--- config.mk ---
export PLATFORM = sky130hd
export DESIGN_NAME = decoder_3to8
export DESIGN_NICKNAME = d
export VERILOG_FILES = /design/src/rtl/decoder_pkg.sv /design/src/rtl/decoder_3to8_if.sv /design/src/rtl/decoder_3to8_core.sv /design/src/rtl/decoder_3to8.sv
export SDC_FILE = /design/constraint.sdc
export NUM_CORES = 1
export LEC_CHECK = 0
export ABC_AREA = 1
export CORE_AREA = 2 2 39 41
export DETAILED_ROUTE_END_ITERATION = 8
export DIE_AREA = 0 0 41 43
export PLACE_DENSITY = 0.52
export SLEW_MARGIN = 0
export SYNTH_ARGS = -nofsm -noshare
export SYNTH_HDL_FRONTEND = slang
export SYNTH_SLANG_ARGS = --single-unit
--- constraint.sdc ---
create_clock -name clk -period 0.8 [get_ports clk]
set_input_delay 0.16 -clock clk [delete_from_list [all_inputs] [get_ports clk]]
set_output_delay 0.16 -clock clk [all_outputs]
set_load 0.03 [all_outputs]
--- src/rtl/decoder_pkg.sv ---
// rtl/decoder_pkg.sv - shared widths and one-hot decode helper for the 3-to-8 decoder
package decoder_pkg;

    localparam int SEL_W   = 3;
    localparam int NUM_OUT = 8;

    // Produces at most one set bit: bit sel when enabled, all-zero otherwise.
    function automatic logic [NUM_OUT-1:0] onehot_decode(
        input logic [SEL_W-1:0] sel,
        input logic             en
    );
        logic [NUM_OUT-1:0] vec;
        vec = '0;
        if (en) begin
            for (int i = 0; i < NUM_OUT; i++) begin
                if (sel == SEL_W'(i)) begin
                    vec[i] = 1'b1;
                end
            end
        end
        return vec;
    endfunction

endpackage

--- src/rtl/decoder_3to8_if.sv ---
// rtl/decoder_3to8_if.sv - select/enable bus and decoded line vector
interface decoder_3to8_if;
    import decoder_pkg::*;

    logic [SEL_W-1:0]   sel;
    logic               en;
    logic [NUM_OUT-1:0] y;

    modport master (
        output sel,
        output en,
        input  y
    );

    modport slave (
        input  sel,
        input  en,
        output y
    );

endinterface

--- src/rtl/decoder_3to8_core.sv ---
// rtl/decoder_3to8_core.sv - purely combinational select/enable to one-hot decode
module decoder_3to8_core
    import decoder_pkg::*;
(
    decoder_3to8_if.slave dec
);

    assign dec.y = onehot_decode(dec.sel, dec.en);

endmodule

--- src/rtl/decoder_3to8.sv ---
// rtl/decoder_3to8.sv - 3-to-8 line decoder with optional registered outputs
module decoder_3to8
    import decoder_pkg::*;
#(
    parameter int REG_OUT = 1
) (
    output logic Y7,
    output logic Y6,
    output logic Y5,
    output logic Y4,
    output logic Y3,
    output logic Y2,
    output logic Y1,
    output logic Y0,
    input  logic A,
    input  logic B,
    input  logic C,
    input  logic en,
    input  logic clk,
    input  logic rst
);

    decoder_3to8_if dec_bus ();

    logic [NUM_OUT-1:0] y;

    assign dec_bus.sel = {A, B, C};
    assign dec_bus.en  = en;

    decoder_3to8_core u_core (
        .dec (dec_bus.slave)
    );

    generate
        if (REG_OUT != 0) begin : g_reg
            logic [NUM_OUT-1:0] y_q;

            // Reset clears the strobes immediately so no stale line survives a reset.
            always_ff @(posedge clk or posedge rst) begin
                if (rst) begin
                    y_q <= '0;
                end else begin
                    y_q <= dec_bus.y;
                end
            end

            assign y = y_q;
        end else begin : g_comb
            assign y = dec_bus.y;
        end
    endgenerate

    assign {Y7, Y6, Y5, Y4, Y3, Y2, Y1, Y0} = y;

endmodule

Word-level counts from Yosys, hierarchy flattened
Cells that the tools add are included.
{"block": "word_totals", "register_bits": 8, "input_bits": 6, "output_inout_bits": 8}
{"block": "op_classes", "eq_ne": 7, "muxes": 9, "n_reduce_logical": 1}
{"cell": "== test 3 bit (second input constant)", "count": 4}
{"cell": "two-way mux 1 bit", "count": 8}
{"cell": "two-way mux 8 bit", "count": 1}
{"cell": "== test 3 x 2 -> 1 bit (second input constant)", "count": 2}
{"cell": "== test 3 x 1 -> 1 bit (second input constant)", "count": 1}
{"cell": "zero test 3 bit", "count": 1}

Longest topological paths before layout
Gate-level depths: netlist of the first run.
{"block": "depth", "ltp_word": 3, "mapped_depth": 3, "mapped_depth_nobuf": 3}

Hierarchy
Synthesis of the first run repeated with hierarchy kept, for this count alone.
{"block": "hier_totals", "hier_cells": 26, "area_unflattened_um2": 267.8}
{"module": "decoder_3to8", "instances": 1, "cells_each": 9, "area_per_inst_um2": 203.9, "seq_area_each_um2": 200.2}
{"module": "decoder_3to8_core", "instances": 1, "cells_each": 17, "area_per_inst_um2": 63.8, "seq_area_each_um2": 0.0}

Worst setup path before layout of the first run
No wires, ideal clock.
{"block": "synth_path", "path_type": "flip-flop to output port", "startpoint": "reg g_reg.y_q[0]", "endpoint": "out Y0", "arrival_time_ns": 0.467, "t_required_ns": 0.640, "slack_ns": 0.173, "stages_incl_launch_ff": 1, "path_cell_list": "dfrtp_1"}
{"item": "from (decl)", "line_no": "decoder_3to8.sv:36", "text": "logic [NUM_OUT-1:0] y_q;"}
{"item": "from (signal assigned)", "line_no": "decoder_3to8.sv:43", "text": "y_q <= dec_bus.y;"}
{"item": "to (decl)", "line_no": "decoder_3to8.sv:14", "text": "output logic Y0,"}
No word-level cell between the ends.

Worst setup path in the final report of the first run
{"block": "layout_path", "startpoint": "reg g_reg.y_q[0]", "endpoint": "out Y0"}
No word-level cell between the ends.

==> results of run 1 <==
synthesized netlist by cell type:
| cell | n | area, um2 |
|---|---|---|
| dfrtp_1 | 8 | 200 |
| nor2_1 | 8 | 30.0 |
| inv_1 | 4 | 15.0 |
| nand2_1 | 6 | 22.5 |
metrics by stage:
| step | util, % | cell area (um2) | std cells | hold slack [ps] |
|---|---|---|---|---|
| after floorplan | - | 268 | 26 | -24.3 |
| after global placement | 28.8 | 398 | 55 | 418 |
| after detailed placement | 28.8 | 398 | 55 | 427 |
| after CTS | 32.5 | 450 | 58 | 162 |
| after global routing | 32.5 | 450 | 58 | 203 |
| final | 32.5 | 450 | 58 | 148 |
layout make-up:
type / count / area, um2 / area share (%)
Tap cell: 16 / 20.0 / 4.44
Clock buffer: 3 / 22.5 / 5.00
Multi-Input combinational cell: 14 / 52.6 / 11.7
Sequential cell: 8 / 200 / 44.4
Inverter: 4 / 15.0 / 3.33
Timing Repair Buffer: 13 / 140 / 31.1
power by group:
group | switching (mW) | internal, mW
Combinational | 0.0539 | 0.0477
Clock | 0.123 | 0.171
Sequential | 0.00438 | 0.416
kinds of logic after synthesis:
| group | share of synthesized area (%) |
|---|---|
| flip-flops | 74.8 |
| AND/OR/NAND/NOR | 19.6 |
| buffers and inverters | 5.61 |
cell usage in the layout, fill, tap and decap left out:
| cell type | count |
|---|---|
| buf_6 | 8 |
| inv_1 | 4 |
| clkbuf_4 | 3 |
| clkdlybuf4s50_1 | 5 |
| nor2_1 | 8 |
| dfrtp_1 | 8 |
| nand2_1 | 6 |
layer usage:
| layer | GRT usage, % | routed length, um |
|---|---|---|
| met5 | 0 | 0 |
| met4 | 8.00 | 18 |
| met3 | 3.14 | 48 |
| met2 | 7.81 | 199 |
| met1 | 9.30 | 184 |
final timing paths:
| check | start | to | slack (ps) | depth (start not counted) |
|---|---|---|---|---|
| setup / recovery | g_reg.y_q[0]$_DFF_PP0_ | Y0 | -110 | 1 |
| min in group clk | C | g_reg.y_q[5]$_DFF_PP0_ | 520 | 3 |
| hold / removal | rst | g_reg.y_q[7]$_DFF_PP0_ | 150 | 2 |
| max in group asynchronous | rst | g_reg.y_q[4]$_DFF_PP0_ | 430 | 2 |
timing repair:
action,in CTS,in global routing
endpoints found under the setup margin,8,8
resized for setup,8,0
buffers inserted,0,0
cloned,0,0
==> impl_metrics.json, run 1 <==
{
  "die_w_um": 41,
  "dp_worst_setup_slack_ps": -173,
  "crit_family": "flip-flops",
  "antenna_found_initial": 0,
  "cts_buffers": 3,
  "antennaDiodeCount": 0,
  "violations": "negative setup slack",
  "wl_per_cell_um": 7.76,
  "layout-drive-gt1-share_pct": 26.2,
  "clock_path_buffers": 2,
  "num_rows": 14,
  "irDropWorstVdd_mv": 0.535,
  "vias": 207,
  "fin_ws_ps": -114,
  "grt_pass1_wl_um": 793,
  "gp_congestion": 0.694,
  "die_h_um": 43,
  "cp.arrival_ps": 750,
  "crit_buf_inv": 1,
  "synth_seq_cells": 8,
  "outcome": "finished, violations left",
  "synth_cell_type_count": 4,
  "top_regs": "g_reg.y_q: 8 flops",
  "period_needed_ps": 914,
  "post-route-drc-count": 0,
  "ioPinCount": 14,
  "setup-tns-final_ps": -875,
  "grt_start_max_net_pins": 9,
  "largest_register_ffs": 8,
  "yosysSeqAreaShare_pct": 74.8,
  "crit_slowest_cell": "dfrtp_1",
  "slew_headroom_pct": 80.7,
  "worstHoldPathType": "input port to asynchronous set/reset pin",
  "p_total_mw": 0.816,
  "die-area_mm2": 0.00176,
  "first_pass_iters": 1,
  "rsz0062_at_grt": "true",
  "core_area_mm2": 0.00138,
  "leakage_nw": 0.238,
  "startpoint_type": "flop",
  "syn_inst": 26,
  "grt_pass1_vias": 203,
  "crit_fanout": 1,
  "critical_path_class": "flop to output pin",
  "cts.sinks": 8,
  "numPortBuffers": 13,
  "gr-total-overflow": 0,
  "worstMarginPinSlew_ps": 289,
  "routed_wl_um": 450,
  "hold_violations": 0,
  "path_cells": "buf_6",
  "grtUsageTotal_pct": 7.20,
  "setup_violations": 8,
  "max_cap_viol_count": 0,
  "start_util_pct": 19.3,
  "largest_register": "g_reg.y_q",
  "finalMaxSlewViolations": 0,
  "clk_pin_slew_ps": 50,
  "syn_nets": 32,
  "hpwl_um": 376,
  "max_stage_delay_ps": 370,
  "cts_tree": "done",
  "fmax_ghz": 1.09,
  "power_density_mw_per_mm2": 1810,
  "synth_area_um2": 268,
  "viasPerCell": 3.57,
  "antenna_left": 0,
  "n_fill_cell": 151,
  "synth_warnings": 0,
  "critPathCaptureType": "output pin",
  "layout.nets": 50,
  "period_share_pct": 114,
  "cts_root_buf": "clkbuf_4",
  "drt_iter0_drc": 0,
  "cts_max_level": 1,
  "syn_area_per_cell_um2": 10.3,
  "hold_buffers": 0,
  "synthToLayoutAreaGrowth_pct": 68.2,
  "worst_ep_required_time_ps": 640
}
No activity file was read; power rests on OpenSTA's default activity.
==> run 2, diff against run 1 <==
clock period = 0.85 ns   (was 0.8 ns; I/O delays follow)
==> impl_metrics.json, run 2 (synthesis gave the netlist of run 1 again) <==
{
  "ioPinCount": 14,
  "grt_pass1_wl_um": 807,
  "irDropWorstVdd_mv": 0.478,
  "outcome": "finished, violations left",
  "rsz0062_at_grt": "true",
  "crit_end": "Y3",
  "dpl_cell_area_um2": 398,
  "antenna_found_initial": 0,
  "start_util_pct": 19.3,
  "largest_register_ffs": 8,
  "vias": 210,
  "hold_buffers": 0,
  "cp.depth": 1,
  "grt_pass1_vias": 208,
  "cts_max_level": 1,
  "max_stage_delay_ps": 380,
  "antennaDiodeCount": 0,
  "drt_iter0_drc": 8,
  "max_cap_viol_count": 0,
  "crit_fanout": 1,
  "routed_wl_um": 461,
  "gp_congestion": 0.686,
  "period_share_pct": 110,
  "fin_ws_ps": -81.4,
  "hold_violations": 0,
  "worstHoldPathType": "input port to asynchronous set/reset pin",
  "cts_post_setup_buffers_inserted": 0,
  "stdcell_area_um2": 450,
  "path_cells": "buf_6",
  "die-area_mm2": 0.00176,
  "cts.sinks": 8,
  "die_h_um": 43,
  "finalMaxSlewViolations": 0,
  "final_util_pct": 32.5,
  "startpoint_type": "flop",
  "worstMarginPinSlew_ps": 296,
  "numPortBuffers": 13,
  "crit_family": "flip-flops",
  "clock_path_buffers": 2,
  "slew_headroom_pct": 80.2,
  "cts_root_buf": "clkbuf_4",
  "grt_start_max_net_pins": 9,
  "crit_slowest_cell": "dfrtp_1",
  "cp.arrival_ps": 760,
  "final_cell_mix": "nor2_1 (8), dfrtp_1 (8), buf_6 (8)",
  "synthToLayoutAreaGrowth_pct": 68.2,
  "grtUsageTotal_pct": 7.30,
  "gr-total-overflow": 0,
  "layout-drive-gt1-share_pct": 26.2,
  "antenna_left": 0,
  "clk_pin_slew_ps": 50,
  "fmax_ghz": 1.07,
  "crit_start": "g_reg.y_q[3]$_DFF_PP0_",
  "die_w_um": 41,
  "power_density_mw_per_mm2": 1720,
  "top_regs": "g_reg.y_q: 8 flops",
  "crit_buf_inv": 1,
  "num_rows": 14,
  "worst_ep_required_time_ps": 680,
  "violations": "negative setup slack",
  "largest_register": "g_reg.y_q",
  "first_pass_iters": 4,
  "core_area_mm2": 0.00138,
  "leakage_nw": 0.238,
  "critical_path_class": "flop to output pin",
  "period_needed_ps": 931,
  "cts_buffers": 3,
  "wl_per_cell_um": 7.95,
  "post-route-drc-count": 0,
  "layout.nets": 50,
  "n_fill_cell": 154,
  "viasPerCell": 3.62,
  "critPathCaptureType": "output pin",
  "setup_violations": 8,
  "cts_tree": "done",
  "hpwl_um": 362
}
## run 2: cell counts in the layout (fill, tap and decap cells not counted)
Identical to the previous run, type by type.
## run 2: how the worst min path moves through the flow
stage / slack, ps / startpoint / to / depth (start not counted)
floorplan: -10 / rst / g_reg.y_q[0]$_DFF_PP0_ / 1
finish: 170 / rst / g_reg.y_q[7]$_DFF_PP0_ / 2
CTS: 180 / rst / g_reg.y_q[1]$_DFF_PP0_ / 2
global route: 200 / rst / g_reg.y_q[7]$_DFF_PP0_ / 2
detailed placement: 440 / rst / g_reg.y_q[1]$_DFF_PP0_ / 2
global placement: 430 / rst / g_reg.y_q[7]$_DFF_PP0_ / 2
## run 2: final cells by class
class / count / area, um2 / area share, %
Timing Repair Buffer: 13 / 140 / 31.1
Tap cell: 16 / 20.0 / 4.44
Inverter: 4 / 15.0 / 3.33
Multi-Input combinational cell: 14 / 52.6 / 11.7
Sequential cell: 8 / 200 / 44.4
Clock buffer: 3 / 22.5 / 5.00
## run 2: power by group
group	total [mW]	internal (mW)	leakage, nW	switching, mW
sequential	0.395	0.391	0.110	0.00428
combinational	0.0962	0.0449	0.115	0.0513
clock	0.284	0.161	0.0138	0.122
## run 2: layer usage
layer | track usage (%) | share of wire [%]
met5 | 0 | 0
met4 | 8.00 | 0
met3 | 3.14 | 9.5
met2 | 8.75 | 50
met1 | 8.64 | 40
## run 2: what timing repair did
item	CTS	global route
gates resized for setup	8	0
cloned	0	0
setup endpoints to repair	8	8
hold endpoints to repair	0	0
## run 2: through the flow
| stage | setup slack (ps) | hold slack, ps | setup TNS [ps] | std cells | power (mW) |
|---|---|---|---|---|---|
| after CTS | -91.3 | 177 | -639 | 58 | 0.783 |
| after global routing | -111 | 201 | -778 | 58 | 0.812 |
| after global placement | -139 | 429 | -976 | 55 | 0.490 |
| final | -81.4 | 167 | -571 | 58 | 0.775 |
| after detailed placement | -142 | 442 | -992 | 55 | 0.491 |
| after floorplan | 213 | -14.3 | 0 | 26 | 0.444 |
==> run 3, diff against run 2 <==
ABC_AREA = 0   (was 1)
GPL_ROUTABILITY_DRIVEN = 1   (was default)
PLACE_DENSITY = 0.54   (was 0.52)
==> impl_metrics.json, run 3 <==
{
  "outcome": "finished, violations left",
  "violations": "negative setup slack",
  "worst_ep_required_time_ps": 680,
  "grt_pass1_wl_um": 772,
  "num_rows": 14,
  "antenna_left": 0,
  "p_int_mw": 0.598,
  "die_h_um": 43,
  "fmax_ghz": 1.09,
  "die-area_mm2": 0.00176,
  "synthArstFlopShare_pct": 100,
  "cts_max_level": 1,
  "hold_buffers": 0,
  "layout.nets": 41,
  "largest_register_ffs": 8,
  "synth_common_cells": "dfrtp_1 (8), and4b_2 (3), and4bb_2 (3)",
  "clkPwrFrac_pct": 35.5,
  "grtUsageTotal_pct": 7.62,
  "core_area_mm2": 0.00138,
  "max_cap_viol_count": 0,
  "crit_buf_inv": 1,
  "cp.depth": 1,
  "crit_start": "g_reg.y_q[1]$_DFF_PP0_",
  "critPathCaptureType": "output pin",
  "top_regs": "g_reg.y_q: 8 flops",
  "seq_power_share_pct": 51.9,
  "ioPinCount": 14,
  "setup_violations": 8,
  "period_share_pct": 108,
  "wl_per_cell_um": 10.1,
  "synthTopCellsByArea": "dfrtp_1 (67%), and4bb_2 (13%), and4b_2 (11%)",
  "multi_input_area_um2": 96.3,
  "antennaDiodeCount": 0,
  "start_util_pct": 21.7,
  "swShare_pct": 21.5,
  "cts_post_setup_buffers_inserted": 0,
  "drt_iter0_drc": 0,
  "crit_fanout": 1,
  "gp_congestion": 0.716,
  "final_cell_mix": "dfrtp_1 (8), buf_6 (8)",
  "cts_tree": "done",
  "worstHoldPathType": "input port to asynchronous set/reset pin",
  "largest_register": "g_reg.y_q",
  "syn_inst": 17,
  "cts.sinks": 8,
  "regArea_um2": 200,
  "cts_root_buf": "clkbuf_4",
  "path_cells": "buf_6",
  "cts_buffers": 3,
  "fin_ws_ps": -71.6,
  "worstMarginPinSlew_ps": 276,
  "grt_pass1_vias": 192,
  "finalMaxSlewViolations": 0,
  "synth_seq_cells": 8,
  "viasPerCell": 4.27,
  "yosysSeqAreaShare_pct": 66.7,
  "hold_violations": 0,
  "irDropWorstVdd_mv": 0.448,
  "vias": 209,
  "pwr-share-comb_pct": 12.6,
  "switchingPower_mw": 0.164,
  "synth_area_um2": 300,
  "slew_headroom_pct": 81.6,
  "routed_wl_um": 494,
  "crit_end": "Y1",
  "rsz0062_at_grt": "true",
  "synth_edf_count": 0,
  "stdcell_area_um2": 479,
  "synth_top_area_cell": "dfrtp_1",
  "synth_cell_type_count": 6,
  "die_w_um": 41,
  "clock_path_buffers": 2,
  "power_density_mw_per_mm2": 1590,
  "critical_path_class": "flop to output pin",
  "syn_nets": 23,
  "n_fill_cell": 136,
  "first_pass_iters": 1,
  "layout-drive-gt1-share_pct": 57.6,
  "leakage_nw": 0.235,
  "cp.arrival_ps": 750,
  "crit_slowest_cell": "dfrtp_1",
  "synthFlopType": "dfrtp_1",
  "numPortBuffers": 13,
  "syn_area_per_cell_um2": 17.7,
  "crit_family": "flip-flops",
  "synth_warnings": 0,
  "p_total_mw": 0.762,
  "max_stage_delay_ps": 370,
  "antenna_found_initial": 0,
  "startpoint_type": "flop",
  "post-route-drc-count": 0,
  "dpl_cell_area_um2": 430,
  "yosysMostFrequentCell": "dfrtp_1",
  "grt_start_max_net_pins": 9,
  "gr-total-overflow": 0,
  "dp_worst_setup_slack_ps": -315,
  "synthToLayoutAreaGrowth_pct": 59.6,
  "period_needed_ps": 922,
  "clk_pin_slew_ps": 50,
  "synth_top_cell_area_share_pct": 66.7
}
run 3: cell types whose count changed after synthesis:
cell / previous run / this run
and4b_2: 0 / 3
inv_1: 4 / 1
nor4b_2: 0 / 1
nand2_1: 6 / 0
and4bb_2: 0 / 3
and4_2: 0 / 1
nor2_1: 8 / 0
run 3: cell families after synthesis:
| logic type | count (synthesis) | share of synthesized area (%) |
|---|---|---|
| buf+inv | 1 | 1.25 |
| simple gates | 8 | 32.1 |
| flops | 8 | 66.7 |
run 3: through the flow:
stage / instances / utilization [%] / hold WS (ps) / setup TNS [ps]
2_1_floorplan: 17 / - / -14.3 / 0
3_3_place_gp: 46 / 31.1 / 420 / -2060
3_5_place_dp: 46 / 31.1 / 425 / -2350
4_1_cts: 49 / 34.6 / 164 / -642
5_1_grt: 49 / 34.6 / 202 / -771
6_report: 49 / 34.6 / 159 / -529
run 3: how the worst min path moves through the flow:
stage | start | end | slack [ps] | depth (start not counted)
6_report | rst | g_reg.y_q[0]$_DFF_PP0_ | 160 | 2
2_1_floorplan | rst | g_reg.y_q[0]$_DFF_PP0_ | -10 | 1
3_5_place_dp | rst | g_reg.y_q[0]$_DFF_PP0_ | 430 | 2
4_1_cts | rst | g_reg.y_q[0]$_DFF_PP0_ | 160 | 2
3_3_place_gp | rst | g_reg.y_q[0]$_DFF_PP0_ | 420 | 2
5_1_grt | rst | g_reg.y_q[7]$_DFF_PP0_ | 200 | 2
run 3: timing repair:
item                                    CTS  global route
cloned                                    0             0
endpoints found under the setup margin   15             8
gates resized for setup                  11             0
pin swaps                                 0             0
run 3: final cells by class:
| cell class | instances | area share, % |
|---|---|---|
| Multi-Input combinational cell | 8 | 20.1 |
| Inverter | 1 | 0.783 |
| Clock buffer | 3 | 4.70 |
| Tap cell | 16 | 4.18 |
| Timing Repair Buffer | 13 | 28.5 |
| Sequential cell | 8 | 41.8 |
run 3: layer usage:
metal  routed length (um)  global-route usage, %
met5                    0                      0
met4                   19                   14.0
met3                   43                   1.57
met2                  260                   8.75
met1                  170                   7.69
run 3: power groups by stage:
stage	Clock [mW]	Combinational (mW)	Sequential, mW
floorplan	0	0.0207	0.420
global placement	0	0.0940	0.400
detailed placement	0	0.0965	0.400
CTS	0.287	0.0976	0.396
global route	0.308	0.104	0.395
finish	0.271	0.0959	0.396
